## config.mk

```make
export PLATFORM = sky130hd
export DESIGN_NAME = tiny85_portb_io
export DESIGN_NICKNAME = d
export VERILOG_FILES = /design/src/rtl/tiny85_portb_io.sv
export SDC_FILE = /design/constraint.sdc
export NUM_CORES = 1
export LEC_CHECK = 0
export ABC_AREA = 1
export BUFFER_PORTS_ARGS = -buffer_cell sky130_fd_sc_hd__buf_2
export CAP_MARGIN = 5
export CORE_UTILIZATION = 35
export DETAILED_ROUTE_END_ITERATION = 16
export SLEW_MARGIN = 10
export SYNTH_ARGS = -nofsm -noshare
export SYNTH_HDL_FRONTEND = slang
export SYNTH_SLANG_ARGS = --single-unit
```

## constraint.sdc

```tcl
create_clock -name clk -period 1.9 [get_ports clk]
set_input_delay 0.285 -clock clk [delete_from_list [all_inputs] [get_ports clk]]
set_output_delay 0.285 -clock clk [all_outputs]
set_load 0.01 [all_outputs]
```

## src/rtl/tiny85_portb_io.sv

```systemverilog
// ---------------------------------------------------------------------------
// tiny85_portb_io
// CPU-side Port B block for the tiny85 core. It holds DDRB, PORTB and PCMSK,
// synchronises the pad levels into PINB, drives the pad outputs and enables,
// and raises the pin-change interrupt request (PCINT0).
// A low vcc behaves exactly like rst: all state clears on the next edge, which
// turns every pad drive off and drops any read that is in flight.
// ---------------------------------------------------------------------------
module tiny85_portb_io #(
    parameter int         NPINS       = 6,
    parameter int         SYNC_STAGES = 2,
    parameter logic [5:0] A_PCMSK     = 6'h15,
    parameter logic [5:0] A_PINB      = 6'h16,
    parameter logic [5:0] A_DDRB      = 6'h17,
    parameter logic [5:0] A_PORTB     = 6'h18,
    parameter logic [5:0] A_GIFR      = 6'h3A,
    parameter logic [5:0] A_GIMSK     = 6'h3B
) (
    input  logic             clk,
    input  logic             rst,
    input  logic             vcc,
    input  logic [5:0]       io_addr,
    input  logic             io_wr,
    input  logic             io_rd,
    input  logic [7:0]       io_wdata,
    output logic [7:0]       io_rdata,
    output logic             io_rvalid,
    input  logic [NPINS-1:0] pin_in,
    output logic [NPINS-1:0] pin_out,
    output logic [NPINS-1:0] pin_oe,
    output logic [NPINS-1:0] pin_pullup,
    output logic             pcint_irq
);

    // PCIE sits in GIMSK bit 5 and PCIF in GIFR bit 5.
    localparam int PC_BIT = 5;

    // -----------------------------------------------------------------------
    // State
    // -----------------------------------------------------------------------
    logic [NPINS-1:0] ddrb;
    logic [NPINS-1:0] portb;
    logic [NPINS-1:0] pcmsk;
    logic [NPINS-1:0] prev;
    logic [NPINS-1:0] sync_q [SYNC_STAGES];
    logic             pcie;
    logic             pcif;

    // Loss of supply is folded into the ordinary synchronous reset.
    logic reset_any;
    assign reset_any = rst | ~vcc;

    // PINB is the last synchroniser stage.
    logic [NPINS-1:0] pinb;
    assign pinb = sync_q[SYNC_STAGES-1];

    // Only the pin-wide slice of the write data and GIMSK/GIFR bit 5 matter.
    logic unused_wdata;
    assign unused_wdata = ^io_wdata;

    // -----------------------------------------------------------------------
    // Write decode
    // -----------------------------------------------------------------------
    logic wr_pcmsk;
    logic wr_pinb;
    logic wr_ddrb;
    logic wr_portb;
    logic wr_gifr;
    logic wr_gimsk;

    assign wr_pcmsk = io_wr && (io_addr == A_PCMSK);
    assign wr_pinb  = io_wr && (io_addr == A_PINB);
    assign wr_ddrb  = io_wr && (io_addr == A_DDRB);
    assign wr_portb = io_wr && (io_addr == A_PORTB);
    assign wr_gifr  = io_wr && (io_addr == A_GIFR);
    assign wr_gimsk = io_wr && (io_addr == A_GIMSK);

    logic [NPINS-1:0] wdata_pins;
    assign wdata_pins = io_wdata[NPINS-1:0];

    // -----------------------------------------------------------------------
    // Pin-change detection: compare the synchronised level against the
    // previous sample. prev follows every pin so unmasking a pin later does
    // not report a stale edge.
    // -----------------------------------------------------------------------
    logic [NPINS-1:0] chg;
    logic             pc_hit;

    assign chg    = (pinb ^ prev) & pcmsk;
    assign pc_hit = |chg;

    // Input synchroniser chain, one flop per pin per stage.
    always_ff @(posedge clk) begin
        // NOTE: every flop here uses <= so all stages sample the value from
        // before the edge; a blocking = would collapse the chain into one flop.
        if (reset_any) begin
            for (int i = 0; i < SYNC_STAGES; i++) begin
                sync_q[i] <= '0;
            end
        end else begin
            sync_q[0] <= pin_in;
            for (int i = 1; i < SYNC_STAGES; i++) begin
                sync_q[i] <= sync_q[i-1];
            end
        end
    end

    // Control registers, edge history and the pin-change flag.
    always_ff @(posedge clk) begin
        if (reset_any) begin
            ddrb  <= '0;
            portb <= '0;
            pcmsk <= '0;
            prev  <= '0;
            pcie  <= 1'b0;
            pcif  <= 1'b0;
        end else begin
            // Writing 1s to PINB toggles the matching PORTB bits.
            if (wr_portb) begin
                portb <= wdata_pins;
            end else if (wr_pinb) begin
                portb <= portb ^ wdata_pins;
            end

            if (wr_ddrb) begin
                ddrb <= wdata_pins;
            end

            if (wr_pcmsk) begin
                pcmsk <= wdata_pins;
            end

            if (wr_gimsk) begin
                pcie <= io_wdata[PC_BIT];
            end

            prev <= pinb;

            // A new edge beats a software clear in the same cycle so no
            // change is ever lost.
            if (pc_hit) begin
                pcif <= 1'b1;
            end else if (wr_gifr && io_wdata[PC_BIT]) begin
                pcif <= 1'b0;
            end
        end
    end

    // -----------------------------------------------------------------------
    // Read path
    // -----------------------------------------------------------------------
    logic [7:0] rd_mux;

    // Select the register image addressed by io_addr; bits above the pin
    // count and unmapped addresses return 0.
    always_comb begin
        // NOTE: the default assignment up front keeps this purely
        // combinational; leaving rd_mux unassigned on some path infers a latch.
        rd_mux = 8'h00;
        case (io_addr)
            A_PCMSK: rd_mux = 8'(pcmsk);
            A_PINB:  rd_mux = 8'(pinb);
            A_DDRB:  rd_mux = 8'(ddrb);
            A_PORTB: rd_mux = 8'(portb);
            A_GIFR:  rd_mux = {2'b00, pcif, 5'b0_0000};
            A_GIMSK: rd_mux = {2'b00, pcie, 5'b0_0000};
            default: rd_mux = 8'h00;
        endcase
    end

    // Register read data one cycle after the strobe; reset drops it.
    always_ff @(posedge clk) begin
        if (reset_any) begin
            io_rvalid <= 1'b0;
            io_rdata  <= 8'h00;
        end else begin
            io_rvalid <= io_rd;
            io_rdata  <= io_rd ? rd_mux : 8'h00;
        end
    end

    // -----------------------------------------------------------------------
    // Pad-side outputs. The pad ring applies pin_oe, so pin_out simply
    // mirrors PORTB whatever the direction.
    // -----------------------------------------------------------------------
    assign pin_out    = portb;
    assign pin_oe     = ddrb;
    assign pin_pullup = portb & ~ddrb;
    assign pcint_irq  = pcif & pcie;

endmodule

```

==> qor.csv, run 1 <==
metric,value,unit
io_buffer_count,48,
drive_above_1_share,20.59,%
hpwl,3205,um
setup_viol,0,
via_per_inst,4.442,
postCtsSetupBuffers,0,
die_y,77.35,um
fmax,809.8,MHz
status,finished clean,
cts.sinks,45,
yosysSeqAreaShare,45.34,%
area_delta_synth_final,18.89,%
p_sw,414.9,uW
die_area,5982,sq um
drt_pass1_iterations,4,
clkTransAtPathRegs,0.09,ns
synth_top_area_cell,dfxtp_1,
synth_area,1987,sq um
gr-usage-all-layers,14.57,%
relSlewSlack,66.27,%
utilization,43.16,%
hp-class,in2reg,
cts_tree,built,
crit_path_start_kind,flip-flop,
ys.warnings.count,0,
fin_total_pwr,1663,uW
hold_buffers,0,
n_antenna_cell,0,
maxCapViolCount,0,
ant_nets,0,
cts_inserted_buffers,5,
fp-row-count,27,
wl,4182,um
pwr-share-comb,6.3,%
worstSetupEndpointType,primary output,
worst_ep_arrival_time,0.95,ns
num_io_pins,53,
seqCellArea,900.9,sq um
drc_errors,0,
layout_commonest_cell,nor2_1,
fillers,614,
cts_resized,0,
final_cell_mix,"74 x nor2_1, 48 x buf_2, 46 x inv_1, 46 x nand2_1, 45 x dfxtp_1",
grt_pass1_wl,6886,um
grt_max_degree,21,
cp_max_fo,3,
clock-root-buffer,clkbuf_8,
period_needed,1.235,ns
clock_path_buffers,2,
start_util,36.31,%
synth_cell_types,25,
wl_per_cell,10.15,um
synthTopCellsByArea,"dfxtp_1 45%, nor2_1 14%, inv_1 8.7%",
core_area,5473,sq um
htree_levels,2,
clk-insertion-delay-late,0.30,ns
p_per_area,703.9,nW/um^2
p_int,1248,uW
syn_avg_cell_area,6.875,sq um
antenna_found_initial,0,
syn_inst,289,
multi_input_area,849.6,sq um
worst_pin_slew,0.5029,ns
synth_seq_cells,45,
rsz0062_at_grt,no,
p_leak,0.001110,uW
clkPwrFrac,36.2,%
vdd_drop_max,0.0003559,V
p_sw_share,24.95,%
drv_slew,0,
synth.top_cell.area_share,45.34,%
drt_iter0_markers,73,
fp.dieW,77.35,um
finalHoldViolCount,0,
worstSetupPathType,reg2out,
finalSetupTns,0,ns
gr-total-overflow,0,
skew,0.01180,ns
grt_pass1_vias,1546,
fin_nets,364,
sequentialPowerShare,57.5,%
fin_crit_sh,64.99,%
required,1.62,ns
routabilityCongestion,0.8392,
num_vias,1830,
[path summary, 6_finish.rpt]
path / from / endpoint / slack (ns) / cells past startpoint
setup / recovery: pin_out[4]$_SDFFE_PP0P_ / pin_pullup[4] / 0.67 / 3
hold / removal: pin_in[2] / sync_q[0][2]$_SDFF_PP0_ / 0.19 / 3
setup reg to reg: sync_q[0][7]$_SDFF_PP0_ / pcif$_SDFFE_PP0P_ / 0.71 / 7
hold reg to reg: sync_q[0][0]$_SDFF_PP0_ / sync_q[0][6]$_SDFF_PP0_ / 0.40 / 2
[registers in the layout, summed over array words and instances, names as in the netlist]
signal / flops
pcie: 1
pcif: 1
pcmsk: 6
pin_out: 6
io_rdata: 6
prev: 6
io_rvalid: 1
pin_oe: 6
sync_q: 12
[cell type report]
| type | count | share of cell area [%] |
|---|---|---|
| Timing Repair Buffer | 49 | 10.49 |
| Clock buffer | 5 | 2.913 |
| Tap cell | 72 | 3.814 |
| Clock inverter | 3 | 0.9004 |
| Multi-Input combinational cell | 189 | 35.96 |
| Sequential cell | 45 | 38.14 |
| Inverter | 49 | 7.786 |
[synth_stat cells, drive strengths merged]
cell	count
buf	6
inv	48
dfxtp	45
clkinv	1
nand2	48
o21ai	24
nor3	2
conb	1
clkbuf	1
or2	1
a21oi	11
nor2	77
nand3	22
nand4	2
[worst max-delay path: stages (launching register included)]
cell	delay [ns]
dfxtp_1	0.37
inv_1	0.07
nor2_1	0.07
buf_2	0.13
[metal layers]
layer | vias up | GRT usage [%] | share of wire (%)
li1 | 974 | - | -
met3 | 7 | 3.765 | 4.0
met5 | - | 0 | 0
met1 | 816 | 18.26 | 48
met2 | 33 | 23.54 | 46
met4 | 0 | 6.226 | 1.5
[power groups by stage]
stage	logic [uW]	clock network [uW]	registers, uW
final	104	602	956
after global routing	119	672	958
after CTS	106	626	956
after detailed placement	106	0	979
after global placement	105	0	979
after floorplan	65.0	0	979
[stage by stage]
stage | hold slack, ns | cell area [sq um] | instances | setup WS (ns)
2_1_floorplan | 0.3936 | 1991 | 290 | 0.7827
3_3_place_gp | 0.4005 | 2272 | 404 | 0.4934
3_5_place_dp | 0.4016 | 2272 | 404 | 0.4394
4_1_cts | 0.1763 | 2362 | 412 | 0.6681
5_1_grt | 0.1806 | 2362 | 412 | 0.5636
6_report | 0.1862 | 2362 | 412 | 0.6652
[kinds of logic after synthesis]
kind of cell	count (synthesis)	share of synthesized area, %
and+or+nand+nor	152	33.57
other	1	0.1887
DFF	45	45.34
buffers and inverters	56	12.09
AOI/OAI and AO/OA	35	8.816
Note: power is estimated with default switching activity, not from simulation.
==> inputs of run 2 (changes only) <==
==> constraint.sdc (replaced) <==
create_clock -name clk -period 1.1 [get_ports clk]
set_input_delay 0.165 -clock clk [delete_from_list [all_inputs] [get_ports clk]]
set_output_delay 0.165 -clock clk [all_outputs]
set_load 0.01 [all_outputs]
==> qor.csv, run 2 (synthesized netlist as in run 1, its figures left out) <==
metric,value,unit,change
drv_slew,0,,unchanged
p_leak,0.001226,uW,+10%
core_area,5473,sq um,unchanged
hp-class,in2reg,,
grt_util_met3,3.294,%,-0.47 points
placed_area,2397,sq um,+5.5%
vdd_drop_max,0.0005570,V,+57%
antenna_found_initial,0,,unchanged
cts.sinks,45,,unchanged
grt_pass1_wl,7465,um,+8.4%
cts_inserted_buffers,5,,unchanged
clkTransAtPathRegs,0.09,ns,about the same
clock-root-buffer,clkbuf_8,,
largest_register_ff_count,12,,unchanged
htree_levels,2,,unchanged
use_met1,20.63,%,+2.4 points
fp.dieW,77.35,um,unchanged
required,0.94,ns,-0.68 ns
fillers,609,,-0.81%
layout_commonest_cell,nor2_1,,
ant_nets,0,,unchanged
fin_crit_sh,99.96,%,
largest_register,sync_q,,
drt_pass1_iterations,4,,unchanged
wl_per_cell,10.21,um,+0.55%
area_delta_synth_final,28.78,%,
p_per_area,1151,nW/um^2,+64%
wl,4399,um,+5.2%
start_util,36.31,%,unchanged
grt_max_degree,21,,unchanged
cts_tree,built,,
fin_nets,383,,+5.2%
drt_iter0_markers,77,,+5.5%
grt_pass1_vias,1684,,+8.9%
grt_busiest_layer,met2,,
n_antenna_cell,0,,unchanged
crit_path_start_kind,flip-flop,,
die_area,5982,sq um,unchanged
fin_total_pwr,2946,uW,+77%
worst_ep_arrival_time,0.93,ns,-0.02 ns
rsz0062_at_grt,yes,,
clk-insertion-delay-late,0.30,ns,about the same
num_io_pins,53,,unchanged
clock_path_buffers,2,,unchanged
status,finished clean,,
fp-row-count,27,,unchanged
gr-total-overflow,0,,unchanged
io_buffer_count,48,,unchanged
drive_above_1_share,30.08,%,+9.5 points
gr-usage-all-layers,15.76,%,+1.2 points
met2_usage,24.96,%,+1.4 points
skew,0.009969,ns,-0.001832 ns
fmax,909.5,MHz,
holdPathStages,3,,unchanged
num_vias,1900,,+3.8%
cp_max_fo,3,,unchanged
worstSetupEndpointType,primary output,,
hold_slack,0.06879,ns,-0.1174 ns
die_y,77.35,um,unchanged
setup_viol,0,,unchanged
worstSetupPathType,reg2out,,
maxCapViolCount,0,,unchanged
r2r_cells,7,,unchanged
final_area,2559,sq um,+8.3%
finalHoldViolCount,0,,unchanged
via_per_inst,4.408,,-0.75%
hpwl,3391,um,+5.8%
drc_errors,0,,unchanged
final_cell_mix,"73 x nor2_1, 48 x buf_2, 44 x nand2_1, 40 x inv_1, 37 x dfxtp_1",,
routabilityCongestion,0.8386,,about the same
utilization,46.75,%,+3.6 points
period_needed,1.100,ns,
## run 2: cell types whose count changed in the layout (fill, tap and decap cells not counted), moves of 6 or more
cell and delta:
buf_4 +18, dfxtp_1 -8, dfxtp_2 +8, inv_1 -6, inv_2 +6
## run 2: per-layer routing
| metal | up-vias | share of wire (%) |
|---|---|---|
| met5 | - | 0 |
| met4 | 0 | 1.1 |
| met3 | 5 | 3.7 |
| met2 | 35 | 47 |
| met1 | 841 | 48 |
| li1 | 1019 | - |
## run 2: repair_timing
item                                    4_1_cts  5_1_grt
buffers inserted                              0        4
endpoints found under the setup margin        6       12
pin swaps                                     1        7
hold buffers                                  0        0
gates resized for setup                       6       15
## run 2: worst max-delay path, stage by stage (launching register included)
cell	delay, ns
dfxtp_2	0.36
inv_2	0.04
nor2_1	0.09
buf_2	0.14
## run 2: area by class of cell
| class | count | area, sq um | share of cell area [%] |
|---|---|---|---|
| Timing Repair Buffer | 68 | 402.9 | 15.75 |
| Multi-Input combinational cell | 189 | 874.6 | 34.18 |
| Sequential cell | 45 | 910.9 | 35.60 |
| Clock inverter | 2 | 13.76 | 0.5379 |
| Inverter | 49 | 183.9 | 7.188 |
| Tap cell | 72 | 90.09 | 3.521 |
| Clock buffer | 6 | 82.58 | 3.227 |
## run 2: per-stage QoR
stage | setup TNS [ns] | setup slack [ns] | instances
3_3_place_gp | -1.881 | -0.09863 | 419
3_5_place_dp | -2.463 | -0.1409 | 419
5_1_grt | -0.1077 | -0.04300 | 431
2_1_floorplan | 0 | 0.07489 | 290
6_report | 0 | 0.0004611 | 431
4_1_cts | 0 | 0.005410 | 427
## run 2: final timing paths
check | start | end | slack [ns]
hold / removal | pin_in[2] | sync_q[0][2]$_SDFF_PP0_ | 0.07
hold reg to reg | sync_q[0][1]$_SDFF_PP0_ | sync_q[0][7]$_SDFF_PP0_ | 0.40
setup / recovery | pin_out[2]$_SDFFE_PP0P_ | pin_pullup[2] | 0.0005
setup reg to reg | prev[1]$_SDFF_PP0_ | pcif$_SDFFE_PP0P_ | 0.04
## run 2: power by group
| group | switching [uW] | internal, uW |
|---|---|---|
| Clock | 568 | 509 |
| Combinational | 128 | 89.3 |
| Sequential | 7.24 | 1640 |
==> inputs of run 3 (changes only) <==
==> constraint.sdc (replaced) <==
create_clock -name clk -period 1.3 [get_ports clk]
set_input_delay 0.195 -clock clk [delete_from_list [all_inputs] [get_ports clk]]
set_output_delay 0.195 -clock clk [all_outputs]
set_load 0.01 [all_outputs]
==> qor.csv, run 3 (synthesized netlist as in run 1, its figures left out) <==
metric,value,unit,change
die_area,5982,sq um,unchanged
cts_inserted_buffers,5,,unchanged
status,finished clean,,
required,1.50,ns,+0.56 ns
grt_max_degree,21,,unchanged
crit_path_start_kind,flip-flop,,
worstHoldStart,pin_in[2],,
grt_pass1_vias,1585,,-5.9%
rsz0062_at_grt,no,,
dp_slack,-0.008347,ns,+0.1325 ns
fin_ws,0.1552,ns,+0.1548 ns
place_inst,410,,-2.1%
sequentialPowerShare,56.6,%,+0.5 points
finalSetupTns,0,ns,unchanged
final_cell_mix,"74 x nor2_1, 48 x buf_2, 46 x inv_1, 46 x nand2_1, 45 x dfxtp_1",,
num_io_pins,53,,unchanged
drc_errors,0,,unchanged
cts_resized,0,,-6
finalHoldViolCount,0,,unchanged
num_vias,1860,,-2.1%
largest_register,sync_q,,
htree_levels,2,,unchanged
r2r-start,sync_q[0][7]$_SDFF_PP0_,,
clk-insertion-delay-late,0.29,ns,about the same
fp-row-count,27,,unchanged
holdPathEnd,sync_q[0][2]$_SDFF_PP0_,,
io_buffer_count,48,,unchanged
area_delta_synth_final,22.10,%,
gr-usage-all-layers,15.02,%,-0.74 points
routabilityCongestion,0.8546,,+1.9%
p_int,1884,uW,-16%
drt_pass1_iterations,4,,unchanged
layout_commonest_cell,nor2_1,,
skew,0.005410,ns,-0.004559 ns
maxCapViolCount,0,,unchanged
postCtsSetupBuffers,0,,unchanged
pwr-share-comb,6.7,%,-0.7 points
worstSetupPathType,reg2reg,,
setup_viol,0,,unchanged
crit_chain,or2_2 -> nand2_1 -> nand2_1 -> nor2_1 -> nand3_1 -> nand2_1 -> inv_1,,
fin_crit_sh,88.06,%,
worst_ep_arrival_time,1.34,ns,+0.41 ns
clock_path_buffers,2,,unchanged
p_leak,0.001149,uW,-6.3%
gr-total-overflow,0,,unchanged
largest_register_ff_count,12,,unchanged
slowest_delay,0.34,ns,-0.02 ns
p_per_area,1017,nW/um^2,-12%
rr_endpoint,pcif$_SDFFE_PP0P_,,
n_antenna_cell,0,,unchanged
grt_pass1_wl,7134,um,-4.4%
holdPathStages,3,,unchanged
cts.sinks,45,,unchanged
drv_slew,0,,unchanged
r2r_cells,7,,unchanged
clkTransAtPathRegs,0.08,ns,about the same
crit_top_cell,nand2_1,,
hp-class,in2reg,,
die_y,77.35,um,unchanged
ff2ff_setup_slack,0.16,ns,+0.12 ns
hold_slack,0.1043,ns,+0.03550 ns
fin_nets,370,,-3.4%
clock-root-buffer,clkbuf_8,,
drive_above_1_share,21.97,%,-8.1 points
ant_nets,0,,unchanged
core_area,5473,sq um,unchanged
worstSetupEndpointType,flip-flop,,
vdd_drop_max,0.0004334,V,-22%
fmax,873.5,MHz,
period_needed,1.145,ns,
fp.dieW,77.35,um,unchanged
hold_buffers,0,,unchanged
crit_path_top_delay_cell,dfxtp_1,,
antenna_found_initial,0,,unchanged
wl_per_cell,10.14,um,-0.62%
start_util,36.31,%,unchanged
cts_tree,built,,
hpwl,3253,um,-4.1%
utilization,44.33,%,-2.4 points
cp_max_fo,4,,+1
p_sw_share,23.66,%,-0.20 points
wl,4240,um,-3.6%
clkPwrFrac,36.6,%,about the same
drt_iter0_markers,94,,+22%
instances_no_fill,418,,-3.0%
via_per_inst,4.450,,+0.94%
p_sw,583.9,uW,-17%
-- run 3: cell types whose count changed in the layout (fill, tap and decap cells not counted), sizes merged --
cell  before  now
buf       68   55
-- run 3: how the worst max path moves through the flow --
stage	startpoint	end	slack (ns)	cells after the start
floorplan	io_addr[3]	pcmsk[2]$_SDFFE_PP0P_	0.27	7
global placement	io_addr[2]	pin_oe[3]$_SDFFE_PP0P_	0.03	8
detailed placement	io_addr[2]	pin_oe[2]$_SDFFE_PP0P_	-0.008	8
CTS	pin_out[5]$_SDFFE_PP0P_	pin_pullup[5]	0.14	3
global route	pin_out[1]$_SDFFE_PP0P_	pin_pullup[1]	0.06	3
finish	sync_q[0][7]$_SDFF_PP0_	pcif$_SDFFE_PP0P_	0.16	7
-- run 3: area by class of cell --
| cell class | instances | area, sq um |
|---|---|---|
| repair buffers | 55 | 305.3 |
| fillers | 615 | 3047 |
| clock inverters | 2 | 13.76 |
| well taps | 72 | 90.09 |
| clock buffers | 6 | 82.58 |
| inverters | 49 | 183.9 |
| flip-flops and latches | 45 | 900.9 |
| multi-input cells | 189 | 849.6 |
-- run 3: routing by layer --
metal / GRT usage [%] / wire [um] / vias to the layer above
met5: 0 / 0 / -
met4: 6.604 / 72 / 0
met3: 3.882 / 223 / 9
met2: 23.89 / 1933 / 47
met1: 19.07 / 2011 / 812
li1: - / - / 992
-- run 3: worst max-delay path: cells and delay by family, from the launching register on --
family,cells,cell delay (ns)
simple gates,6,0.69
flops,1,0.34
buf+inv,1,0.03
-- run 3: power groups by stage --
stage	combinational (uW)	sequential [uW]	clock (uW)
finish	167	1400	904
global route	189	1400	989
CTS	168	1400	941
detailed placement	168	1430	0
global placement	166	1430	0
floorplan	95.0	1430	0
-- run 3: per-stage QoR --
stage / instance area, sq um / power (uW)
5_1_grt: 2426 / 2578
3_5_place_dp: 2330 / 1598
6_report: 2426 / 2468
4_1_cts: 2426 / 2507
2_1_floorplan: 1991 / 1525
3_3_place_gp: 2330 / 1596
